[src/rtl/ahbl_apb3_bridge_pkg.sv]
// Shared types and constants for the AHB-Lite to APB3 bridge.
package ahbl_apb3_bridge_pkg;

  localparam int SLOT_W = 4;

  typedef enum logic [2:0] {
    ST_IDLE,
    ST_WDATA,
    ST_SETUP,
    ST_ACCESS,
    ST_ERR1,
    ST_ERR2
  } state_e;

  typedef enum logic [1:0] {
    HTRANS_IDLE   = 2'b00,
    HTRANS_BUSY   = 2'b01,
    HTRANS_NONSEQ = 2'b10,
    HTRANS_SEQ    = 2'b11
  } htrans_e;

  typedef enum logic {
    HRESP_OKAY  = 1'b0,
    HRESP_ERROR = 1'b1
  } hresp_e;

  // Keeps the low 'width' address bits; the rest read as zero on PADDR.
  function automatic logic [31:0] paddr_mask(int width);
    return (width >= 32) ? 32'hFFFF_FFFF : ((32'h1 << width) - 32'h1);
  endfunction

endpackage

[src/rtl/ahbl_apb3_bridge_if.sv]
// AHB-Lite slave port plus APB3 master port of the bridge, one bundle.
interface ahbl_apb3_bridge_if #(
  parameter int NUM_SLOTS = 16
);
  logic                 HSEL;
  logic                 HWRITE;
  logic                 HREADYIN;
  logic [31:0]          HADDR;
  logic [1:0]           HTRANS;
  logic [2:0]           HSIZE;
  logic [31:0]          HWDATA;
  logic                 HREADYOUT;
  logic                 HRESP;
  logic [31:0]          HRDATA;

  logic [NUM_SLOTS-1:0] PSEL;
  logic [31:0]          PADDR;
  logic                 PWRITE;
  logic                 PENABLE;
  logic [31:0]          PWDATA;
  logic [31:0]          PRDATA;
  logic                 PREADY;
  logic                 PSLVERR;

  // Bridge view: AHB slave on one side, APB master on the other.
  modport slave (
    input  HSEL, HWRITE, HREADYIN, HADDR, HTRANS, HSIZE, HWDATA,
    output HREADYOUT, HRESP, HRDATA,
    output PSEL, PADDR, PWRITE, PENABLE, PWDATA,
    input  PRDATA, PREADY, PSLVERR
  );

  // System view: AHB master plus the APB peripherals.
  modport master (
    output HSEL, HWRITE, HREADYIN, HADDR, HTRANS, HSIZE, HWDATA,
    input  HREADYOUT, HRESP, HRDATA,
    input  PSEL, PADDR, PWRITE, PENABLE, PWDATA,
    output PRDATA, PREADY, PSLVERR
  );
endinterface

[src/rtl/apb_slot_decode.sv]
// Slot index to one-hot PSEL vector, with a flag for out-of-range slots.
module apb_slot_decode
  import ahbl_apb3_bridge_pkg::*;
#(
  parameter int NUM_SLOTS = 16
) (
  input  logic [SLOT_W-1:0]    slot,
  output logic [NUM_SLOTS-1:0] sel,
  output logic                 in_range
);

  for (genvar i = 0; i < NUM_SLOTS; i++) begin : g_sel
    assign sel[i] = (slot == SLOT_W'(i));
  end

  assign in_range = (32'(slot) < 32'(NUM_SLOTS));

endmodule

[src/rtl/ahbl_apb3_bridge.sv]
// AHB-Lite slave to APB3 master bridge; one APB transfer per AHB transfer.
module ahbl_apb3_bridge
  import ahbl_apb3_bridge_pkg::*;
#(
  parameter int NUM_SLOTS   = 16,
  parameter int SLOT_LSB    = 24,
  parameter int PADDR_WIDTH = 24,
  parameter int TIMEOUT     = 0
) (
  input logic               HCLK,
  input logic               HRESETN,
  ahbl_apb3_bridge_if.slave bus
);

  localparam logic [31:0] PADDR_MASK = paddr_mask(PADDR_WIDTH);
  localparam int          TO_W       = (TIMEOUT > 1) ? $clog2(TIMEOUT + 1) : 1;

  state_e                 state;
  logic [31:0]            addr_q;
  logic                   write_q;
  logic [SLOT_W-1:0]      slot_q;
  logic [TO_W-1:0]        to_cnt;
  logic [NUM_SLOTS-1:0]   slot_sel;
  logic                   slot_ok;
  logic                   accept;
  logic                   to_expire;

  apb_slot_decode #(.NUM_SLOTS(NUM_SLOTS)) u_decode (
    .slot     (slot_q),
    .sel      (slot_sel),
    .in_range (slot_ok)
  );

  assign accept    = bus.HSEL && bus.HREADYIN && bus.HTRANS[1];
  assign to_expire = (TIMEOUT > 0) && (to_cnt == TO_W'(TIMEOUT - 1));

  // Transfer size and the SEQ/NONSEQ distinction have no effect on APB.
  logic unused_bits;
  assign unused_bits = ^{bus.HSIZE, bus.HTRANS[0]};

  always_ff @(posedge HCLK or negedge HRESETN) begin
    if (!HRESETN) begin
      state         <= ST_IDLE;
      addr_q        <= '0;
      write_q       <= 1'b0;
      slot_q        <= '0;
      to_cnt        <= '0;
      bus.HREADYOUT <= 1'b1;
      bus.HRESP     <= HRESP_OKAY;
      bus.HRDATA    <= '0;
      bus.PSEL      <= '0;
      bus.PENABLE   <= 1'b0;
      bus.PWRITE    <= 1'b0;
      bus.PADDR     <= '0;
      bus.PWDATA    <= '0;
    end else begin
      case (state)
        ST_IDLE: begin
          if (accept) begin
            addr_q        <= bus.HADDR;
            write_q       <= bus.HWRITE;
            slot_q        <= bus.HADDR[SLOT_LSB +: SLOT_W];
            bus.HREADYOUT <= 1'b0;
            state         <= ST_WDATA;
          end
        end

        ST_WDATA: begin
          bus.PWDATA <= bus.HWDATA;
          if (slot_ok) begin
            bus.PSEL   <= slot_sel;
            bus.PADDR  <= addr_q & PADDR_MASK;
            bus.PWRITE <= write_q;
            state      <= ST_SETUP;
          end else begin
            // Unmapped slot: no APB cycle, straight to the error response.
            bus.HRESP <= HRESP_ERROR;
            state     <= ST_ERR1;
          end
        end

        ST_SETUP: begin
          bus.PENABLE <= 1'b1;
          to_cnt      <= '0;
          state       <= ST_ACCESS;
        end

        ST_ACCESS: begin
          if (bus.PREADY) begin
            bus.PSEL    <= '0;
            bus.PENABLE <= 1'b0;
            to_cnt      <= '0;
            if (!bus.PSLVERR) begin
              if (!write_q) bus.HRDATA <= bus.PRDATA;
              bus.HREADYOUT <= 1'b1;
              state         <= ST_IDLE;
            end else begin
              bus.HRESP <= HRESP_ERROR;
              state     <= ST_ERR1;
            end
          end else if (to_expire) begin
            bus.PSEL    <= '0;
            bus.PENABLE <= 1'b0;
            to_cnt      <= '0;
            bus.HRESP   <= HRESP_ERROR;
            state       <= ST_ERR1;
          end else begin
            to_cnt <= to_cnt + 1'b1;
          end
        end

        ST_ERR1: begin
          bus.HREADYOUT <= 1'b1;
          state         <= ST_ERR2;
        end

        ST_ERR2: begin
          bus.HRESP <= HRESP_OKAY;
          state     <= ST_IDLE;
        end

        default: begin
          bus.HREADYOUT <= 1'b1;
          bus.HRESP     <= HRESP_OKAY;
          state         <= ST_IDLE;
        end
      endcase
    end
  end

endmodule
[src/flat_wrapper.sv]
// flat-port wrapper written by rule: the top's interface ports become plain ports
module ahbl_apb3_bridge_flat import ahbl_apb3_bridge_pkg::*;
#(
  parameter int NUM_SLOTS   = 16,
  parameter int SLOT_LSB    = 24,
  parameter int PADDR_WIDTH = 24,
  parameter int TIMEOUT     = 0
)
  (HCLK, HRESETN, bus_HSEL, bus_HWRITE, bus_HREADYIN, bus_HADDR, bus_HTRANS, bus_HSIZE, bus_HWDATA, bus_HREADYOUT, bus_HRESP, bus_HRDATA, bus_PSEL, bus_PADDR, bus_PWRITE, bus_PENABLE, bus_PWDATA, bus_PRDATA, bus_PREADY, bus_PSLVERR);
  ahbl_apb3_bridge_if #(.NUM_SLOTS(NUM_SLOTS)) bus_i ();
  input logic HCLK;
  input logic HRESETN;
  input wire logic [$bits(bus_i.HSEL)-1:0] bus_HSEL;
  input wire logic [$bits(bus_i.HWRITE)-1:0] bus_HWRITE;
  input wire logic [$bits(bus_i.HREADYIN)-1:0] bus_HREADYIN;
  input wire logic [$bits(bus_i.HADDR)-1:0] bus_HADDR;
  input wire logic [$bits(bus_i.HTRANS)-1:0] bus_HTRANS;
  input wire logic [$bits(bus_i.HSIZE)-1:0] bus_HSIZE;
  input wire logic [$bits(bus_i.HWDATA)-1:0] bus_HWDATA;
  output wire logic [$bits(bus_i.HREADYOUT)-1:0] bus_HREADYOUT;
  output wire logic [$bits(bus_i.HRESP)-1:0] bus_HRESP;
  output wire logic [$bits(bus_i.HRDATA)-1:0] bus_HRDATA;
  output wire logic [$bits(bus_i.PSEL)-1:0] bus_PSEL;
  output wire logic [$bits(bus_i.PADDR)-1:0] bus_PADDR;
  output wire logic [$bits(bus_i.PWRITE)-1:0] bus_PWRITE;
  output wire logic [$bits(bus_i.PENABLE)-1:0] bus_PENABLE;
  output wire logic [$bits(bus_i.PWDATA)-1:0] bus_PWDATA;
  input wire logic [$bits(bus_i.PRDATA)-1:0] bus_PRDATA;
  input wire logic [$bits(bus_i.PREADY)-1:0] bus_PREADY;
  input wire logic [$bits(bus_i.PSLVERR)-1:0] bus_PSLVERR;
  assign bus_i.HSEL = bus_HSEL;
  assign bus_i.HWRITE = bus_HWRITE;
  assign bus_i.HREADYIN = bus_HREADYIN;
  assign bus_i.HADDR = bus_HADDR;
  assign bus_i.HTRANS = bus_HTRANS;
  assign bus_i.HSIZE = bus_HSIZE;
  assign bus_i.HWDATA = bus_HWDATA;
  assign bus_HREADYOUT = bus_i.HREADYOUT;
  assign bus_HRESP = bus_i.HRESP;
  assign bus_HRDATA = bus_i.HRDATA;
  assign bus_PSEL = bus_i.PSEL;
  assign bus_PADDR = bus_i.PADDR;
  assign bus_PWRITE = bus_i.PWRITE;
  assign bus_PENABLE = bus_i.PENABLE;
  assign bus_PWDATA = bus_i.PWDATA;
  assign bus_i.PRDATA = bus_PRDATA;
  assign bus_i.PREADY = bus_PREADY;
  assign bus_i.PSLVERR = bus_PSLVERR;
  ahbl_apb3_bridge #(.NUM_SLOTS(NUM_SLOTS), .SLOT_LSB(SLOT_LSB), .PADDR_WIDTH(PADDR_WIDTH), .TIMEOUT(TIMEOUT)) u_core (.HCLK(HCLK), .HRESETN(HRESETN), .bus(bus_i));
endmodule
[config.mk]
export PLATFORM = sky130hd
export DESIGN_NAME = ahbl_apb3_bridge_flat
export DESIGN_NICKNAME = d
export VERILOG_FILES = /design/src/rtl/ahbl_apb3_bridge_pkg.sv /design/src/rtl/ahbl_apb3_bridge_if.sv /design/src/rtl/apb_slot_decode.sv /design/src/rtl/ahbl_apb3_bridge.sv /design/src/flat_wrapper.sv
export SDC_FILE = /design/constraint.sdc
export NUM_CORES = 1
export LEC_CHECK = 0
export ABC_AREA = 1
export CAP_MARGIN = 15
export CORE_MARGIN = 2
export CORE_UTILIZATION = 48
export CTS_BUF_LIST = sky130_fd_sc_hd__clkbuf_8
export CTS_CLUSTER_DIAMETER = 60
export CTS_CLUSTER_SIZE = 10
export DETAILED_ROUTE_END_ITERATION = 12
export PLACE_DENSITY = 0.95
export SYNTH_ARGS = -nofsm -noshare
export SYNTH_HDL_FRONTEND = slang
export SYNTH_SLANG_ARGS = --single-unit
[constraint.sdc]
create_clock -name HCLK -period 2.6 [get_ports HCLK]
set_clock_uncertainty 0.05 [all_clocks]
set_input_delay 0.52 -clock HCLK [delete_from_list [all_inputs] [get_ports HCLK]]
set_output_delay 0.52 -clock HCLK [all_outputs]
set_load 0.005 [all_outputs]
==> summary.txt, run 1 <==
Cells and area
  • Register area: 0.00350 mm2
  • Layout area overhead: 47.0%
  • N_diodes: 0
  • Layout cells sized above 1: 7.00%
  • Fin util: 71.6%
  • Nets: approximately 910
  • Fill cells: 827
  • Post-layout instance area: 0.00811 mm2
  • Multi-input combinational cell area: 0.00166 mm2

Critical path
  • CP Capture Type: primary output
  • Critical Path Fanout Max: 2
  • Crit Path Class: register to primary output
  • Critical Path RT: 2030 ps
  • Worst path cell trace: clkdlybuf4s50_1
  • Critical Path Start: u_core.bus.HREADYOUT
  • Worst r2r src: u_core.state[2]
  • Setup crit start kind: register
  • Worst EP arrival: 1530 ps
  • Worst path slowest cell: clkdlybuf4s50_1
  • Delay-heaviest family, CP: buffers and inverters
  • CP max stage delay: 570 ps
  • Worst R2R Setup Slack: 620 ps
  • Worst path bufs/invs: 1

CTS
  • # clock sinks: 140
  • CTS tree: yes
  • Resized cells post-CTS: 0
  • CTS H-tree depth: 4
  • CTS Buf Count: 17
  • Worst skew pair latency: around 430 ps
  • Root Driver: clkbuf_8
  • Max Root-Sink Buffers: 2
  • Total setup buffers inserted after CTS: 0
  • Worst-path clk slew: 70 ps

Power
  • Power Density: 1200 mW/mm2
  • Combinational Power Share: 41.5%
  • Clk pwr share: around a fifth
  • Switching pwr: 3.30 mW
  • Register share of total power: 39.5%
  • Cell internal pwr: 6.44 mW
  • Sw Ratio: between 30% and 40%
  • P_leak: 3.84 nW
  • VDD IR max: ~0.00070 V

Route
  • Mean routed wirelength per cell: 14.2 um
  • First drt pass iteration count: 4
  • DR vias: roughly 4800
  • Remaining antenna violation count: 0
  • Drt drc: 0
  • Vias per inst: just under 5
  • Drt first-iter violations: 306
  • Drt total wl: 13600 um

Logic synthesis
  • Yosys top cell by area: dfrtp_1
  • Post-synthesis xor/xnor area fraction: 0%
  • Unique masters post-synth: 27
  • Synth Area in Simple Gates: between 20% and 30%
  • Synthesized-area fraction occupied by adder cells: 0%
  • Main combinational cell family by area after synthesis: simple AND/OR/NAND/NOR gates
  • Sequential element share of the synthesized area: 63.6%
  • Share of the synthesized area in the top cell type: around 63%
  • Ys flop type: dfrtp_1
  • Compound-cell area share of the yosys netlist: under 10%
  • Ranking of synthesized cells by area: dfrtp_1 (63%), nand2_1 (17%), o21ai_0 (5.2%)
  • Synth Area per Inst: 9.31 um2
  • Yosys warns: 0
  • Synthesis-stage register bit count: 140
  • Async S/R FF share, synth: 100%
  • Mapped Area: between 0.005 and 0.006 mm2
  • Most common cell in the netlist: nand2_1
  • Post-synth EDFFs: 0
  • Synth top cells by count: nand2_1 (244), dfrtp_1 (139), o21ai_0 (57), nand3_1 (39), inv_1 (35)
  • Post-synthesis mux area share: 0%
  • Mapped Cells: 592

Timing
  • Tightest Pin Transition: 515 ps
  • Max-slew violation count: 0
  • Worst slew margin: 65.6%
  • Fin crit period: 2100 ps
  • RSZ-0062 raised after global routing: false
  • Maximum clock frequency: 475 MHz
  • TNS Setup: 0 ps
  • Hold Violations, Final: 0
  • Final setup violation count: 0
  • Final worst-path cycle share: 80.9%
  • Worst hold margin: around 420 ps

Run status
  • Status: completed

Flow run
  • Max cap viols: 0

Placed design
  • I/O Buffers: ~210
  • GP Congestion: about 0.8
  • Detailed-placement wirelength estimate: 9570 um
  • Placed Area: around 0.0077 mm2

Floorplanning
  • Die height: 111 um
  • Starting Density: 48.7%
  • Die X: 111 um
  • Site row count: 39
  • Die area: between 0.01 and 0.015 mm2
  • Ports: 224
  • Core box area: between 0.01 and 0.015 mm2

Global route
  • GRT Overall Usage: 22.6%
  • Largest net degree at the start of global routing: 69
  • Vias in the first global route: 4767
  • Gr ovfl total: 0
  • Global-route wire length before repair: between 20000 and 25000 um
  • Initial antenna violation count: 0

Worst hold path
  • HP Class: register to register
  • Hold path startpoint: u_core.bus.HREADYOUT
-- worst paths after layout --
check,end,depth (start not counted)
worst max-delay path,bus_HREADYOUT,1
worst min-delay path,u_core.bus.HREADYOUT,2
worst max register to register,u_core.bus.PWDATA[4],5
worst min register to register,u_core.bus.HREADYOUT,2
max in group asynchronous,u_core.bus.HRDATA[26],3
min in group asynchronous,u_core.bus.PSEL[12],2
-- cells in the final DEF (no fill, tap or decap), drive strengths merged --
cell           instances
buf                   12
nor2                  15
nor3                   2
a21oi                  2
clkbuf                21
clkinvlp               4
inv                   37
bufinv                 3
dlygate4sd3            1
o21ai                 72
dfstp                  1
clkinv                 4
dfrtp                139
clkdlybuf4s50        206
nand2                245
o22a                   1
nand3                 41
conb                   8
-- kinds of logic after synthesis --
family	count (synthesis)
compound gates	75
buf+inv	73
flops	140
other cells	1
simple gates	303
-- cell type report --
class                           count  area share (%)
Sequential cell                   140            43.2
Timing Repair Buffer              219            27.0
Multi-Input combinational cell    386            20.5
Clock buffer                       21            3.57
Tap cell                          143            2.21
Clock inverter                     11            1.73
Inverter                           37            1.71
-- metrics by stage --
step | cells | worst slack, ps | power [mW]
global placement | 924 | 632 | 7.72
finish | 957 | 496 | 9.74
floorplan | 599 | 1180 | 5.60
detailed placement | 924 | 588 | 7.92
global route | 957 | 393 | 10.5
CTS | 957 | 478 | 9.83
-- power by group through the flow --
| stage | registers, mW | logic [mW] | clock network, mW |
|---|---|---|---|
| after floorplan | 3.87 | 1.73 | 0 |
| final | 3.85 | 4.04 | 1.85 |
| after detailed placement | 3.87 | 4.06 | 0 |
| after CTS | 3.85 | 4.09 | 1.88 |
| after global routing | 3.98 | 4.51 | 1.98 |
| after global placement | 3.81 | 3.91 | 0 |
-- metal layers --
metal  global-route usage (%)  wire length, um  up-vias
li1                         -                -     2252
met3                     6.83             1040       33
met4                     9.96              395        0
met2                     37.8             6720      191
met1                     27.2             5410     2285
met5                        0                0        -
-- repair_timing --
action / 4_1_cts / 5_1_grt
hold endpoints to repair: 43 / 0
endpoints found under the setup margin: 0 / 0
hold buffers: 1 / 0
-- flip-flops by register name (all words and copies together) (netlist names), 3 cells and up --
signal,count
u_core.state,3
u_core.addr_q,24
u_core.bus.PADDR,24
u_core.bus.HRDATA,32
u_core.bus.PWDATA,32
u_core.bus.PSEL,16
u_core.slot_q,4
(Power assumes the default switching activity.)
==> inputs of run 2 (changes only) <==
--- a/config.mk
+++ b/config.mk
@@ -8,12 +8,12 @@
 export ABC_AREA = 1
 export CAP_MARGIN = 15
 export CORE_MARGIN = 2
-export CORE_UTILIZATION = 48
+export CORE_UTILIZATION = 45
 export CTS_BUF_LIST = sky130_fd_sc_hd__clkbuf_8
 export CTS_CLUSTER_DIAMETER = 60
 export CTS_CLUSTER_SIZE = 10
 export DETAILED_ROUTE_END_ITERATION = 12
-export PLACE_DENSITY = 0.95
+export PLACE_DENSITY = 0.91
 export SYNTH_ARGS = -nofsm -noshare
 export SYNTH_HDL_FRONTEND = slang
 export SYNTH_SLANG_ARGS = --single-unit
==> constraint.sdc (replaced) <==
create_clock -name HCLK -period 2.1 [get_ports HCLK]
set_clock_uncertainty 0.05 [all_clocks]
set_input_delay 0.42 -clock HCLK [delete_from_list [all_inputs] [get_ports HCLK]]
set_output_delay 0.42 -clock HCLK [all_outputs]
set_load 0.005 [all_outputs]
==> run 2 against run 1 <==
Against the previous run: first-iteration DRC count is 25% lower; final area is 0.73% lower; cell count is 0.31% higher; power is 19% higher; sequential power is 23% higher; core utilization is 4.3 points lower; hold slack worse by 7.7 ps; critical path depth stayed put; register-to-register slack worse by 90 ps; setup slack worse by 390 ps; non-clock buffer count stayed put.
==> summary.txt, run 2 (synthesis results as in run 1) <==
Run status
  • Status: completed

Cells and area
  • Top flop regs: u_core.bus.HRDATA (32), u_core.bus.PWDATA (32)
  • Nets: about 910
  • Layout area overhead: 46.0%
  • Fin util: 67.3%
  • N_diodes: 0
  • Layout cells sized above 1: under 10%
  • Post-layout instance area: 0.00805 mm2
  • Most frequent cells in the layout: nand2_1 (244), clkdlybuf4s50_1 (206), dfrtp_1 (139), o21ai_0 (57), nand3_1 (39)
  • Commonest non-fill, non-tap cell in the layout: nand2_1
  • Finished Layout Cells: 960

CTS
  • Worst-path clk slew: roughly 70 ps
  • Max Root-Sink Buffers: 2
  • CTS Buf Count: 17
  • CTS H-tree depth: 4
  • Worst skew pair latency: 440 ps
  • Root Driver: clkbuf_8
  • # clock sinks: 140
  • Total setup buffers inserted after CTS: 0
  • CTS tree: yes

Timing
  • Maximum clock frequency: between 500 and 600 MHz
  • TNS Setup: 0 ps
  • Tightest Pin Transition: 510 ps
  • Final setup margin: 103 ps
  • Worst slew margin: 65.9%
  • Final worst-path cycle share: 95.1%
  • Final setup violation count: 0
  • Fin crit period: roughly 2000 ps
  • RSZ-0062 raised after global routing: false
  • Worst hold margin: about 420 ps
  • Max-slew violation count: 0
  • Hold Violations, Final: 0

Placed design
  • Dpl cells: 928
  • Detailed-placement wirelength estimate: 9440 um
  • I/O Buffers: 207
  • Pre-CTS WS: between 200 and 300 ps
  • Placed Area: 0.00770 mm2
  • GP Congestion: about 0.77

Route
  • Drt first-iter violations: between 200 and 250
  • DR vias: 4573
  • Remaining antenna violation count: 0
  • Drt drc: 0
  • First drt pass iteration count: 4
  • Mean routed wirelength per cell: 13.8 um
  • Vias per inst: 4.76
  • Drt total wl: approximately 13000 um

Critical path
  • CP Capture Type: primary output
  • Crit Path Class: register to primary output
  • Delay-heaviest family, CP: buffers and inverters
  • Worst R2R Setup Slack: 530 ps
  • Critical Path Start: u_core.bus.HREADYOUT
  • Worst r2r src: u_core.state[0]
  • Critical Path RT: 1630 ps
  • Critical Path Fanout Max: 2
  • Crit Reg-Reg Endpoint: u_core.addr_q[21]
  • Crit path depth: 1
  • Worst path cell trace: clkdlybuf4s50_1
  • Worst Setup EP: bus_HREADYOUT
  • Worst path bufs/invs: 1
  • Worst-case reg-to-reg path depth: 6
  • CP max stage delay: 550 ps
  • Worst path slowest cell: clkdlybuf4s50_1
  • Worst EP arrival: 1530 ps
  • Setup crit start kind: register

Floorplanning
  • Die height: 115 um
  • Starting Density: 46.1%
  • Die X: 115 um
  • Site row count: 40
  • Die area: 0.0132 mm2
  • Core box area: 0.0120 mm2
  • Ports: 224

Global route
  • Global-route wire length before repair: between 20000 and 25000 um
  • Largest net degree at the start of global routing: a little under 60
  • GRT Overall Usage: between 20% and 30%
  • Initial antenna violation count: 0
  • Vias in the first global route: ~4600
  • Gr ovfl total: 0

Power
  • VDD IR max: a little under 0.0008 V
  • Pwr Total: 11.6 mW
  • P_leak: 3.83 nW
  • Power Density: around 1400 mW/mm2

Worst hold path
  • HP Class: register to register

Flow run
  • Max cap viols: 0
run 2: cell count changes in the layout (fill, tap and decap cells not counted), sizes merged:
| cell | delta |
|---|---|
| bufinv | -3 |
| inv | +3 |
| clkinvlp | -2 |
| clkinv | +1 |
run 2: worst min-delay path by stage:
stage / start / to / slack [ps] / cells after the start
finish: u_core.bus.HREADYOUT / u_core.bus.HREADYOUT / 420 / 2
global route: u_core.bus.HREADYOUT / u_core.bus.HREADYOUT / 440 / 2
CTS: HRESETN / u_core.bus.PSEL[9] / 410 / 2
detailed placement: HRESETN / u_core.bus.PSEL[9] / 330 / 1
global placement: HRESETN / u_core.bus.PSEL[10] / 330 / 1
floorplan: HRESETN / u_core.addr_q[0] / 70 / 0
run 2: area by class of cell:
cell class	count	area, um2
Clock inverter	10	51.3
Inverter	37	139
Tap cell	147	184
Fill cell	912	3920
Clock buffer	21	289
Timing Repair Buffer	219	2220
Sequential cell	140	3500
Multi-Input combinational cell	386	1660
run 2: worst register-to-register path: cells and delay by family, from the launching register on:
family                 cells  cell delay (ps)
DFF                        1              470
and+or+nand+nor            4              640
buffers and inverters      1              240
AOI/OAI and AO/OA          1               90
run 2: power breakdown:
part	total (mW)	leakage [nW]	switching, mW	internal [mW]
Clock	1.87	0.187	0.956	0.910
Sequential	4.75	1.73	0.700	4.05
Combinational	4.95	1.91	2.33	2.62
Total	11.6	3.83	3.98	7.58
run 2: per-layer routing:
layer,up-vias,part of all wire [%],track usage (%)
met4,0,2.2,9.67
li1,2258,-,-
met3,23,7.7,6.78
met1,2146,41,25.8
met2,146,50,35.6
met5,-,0,0
run 2: what timing repair did:
action                                  CTS  global route
hold buffers                              1             0
gates resized for setup                   0             0
endpoints found under the hold margin    39             0
endpoints found under the setup margin    0             0
==> inputs of run 3 (changes only) <==
--- a/config.mk
+++ b/config.mk
@@ -17,3 +17,4 @@
 export SYNTH_ARGS = -nofsm -noshare
 export SYNTH_HDL_FRONTEND = slang
 export SYNTH_SLANG_ARGS = --single-unit
+export TNS_END_PERCENT = 30
==> results of run 3 <==
Final layout, timing and power as in run 2 (identical DEF).
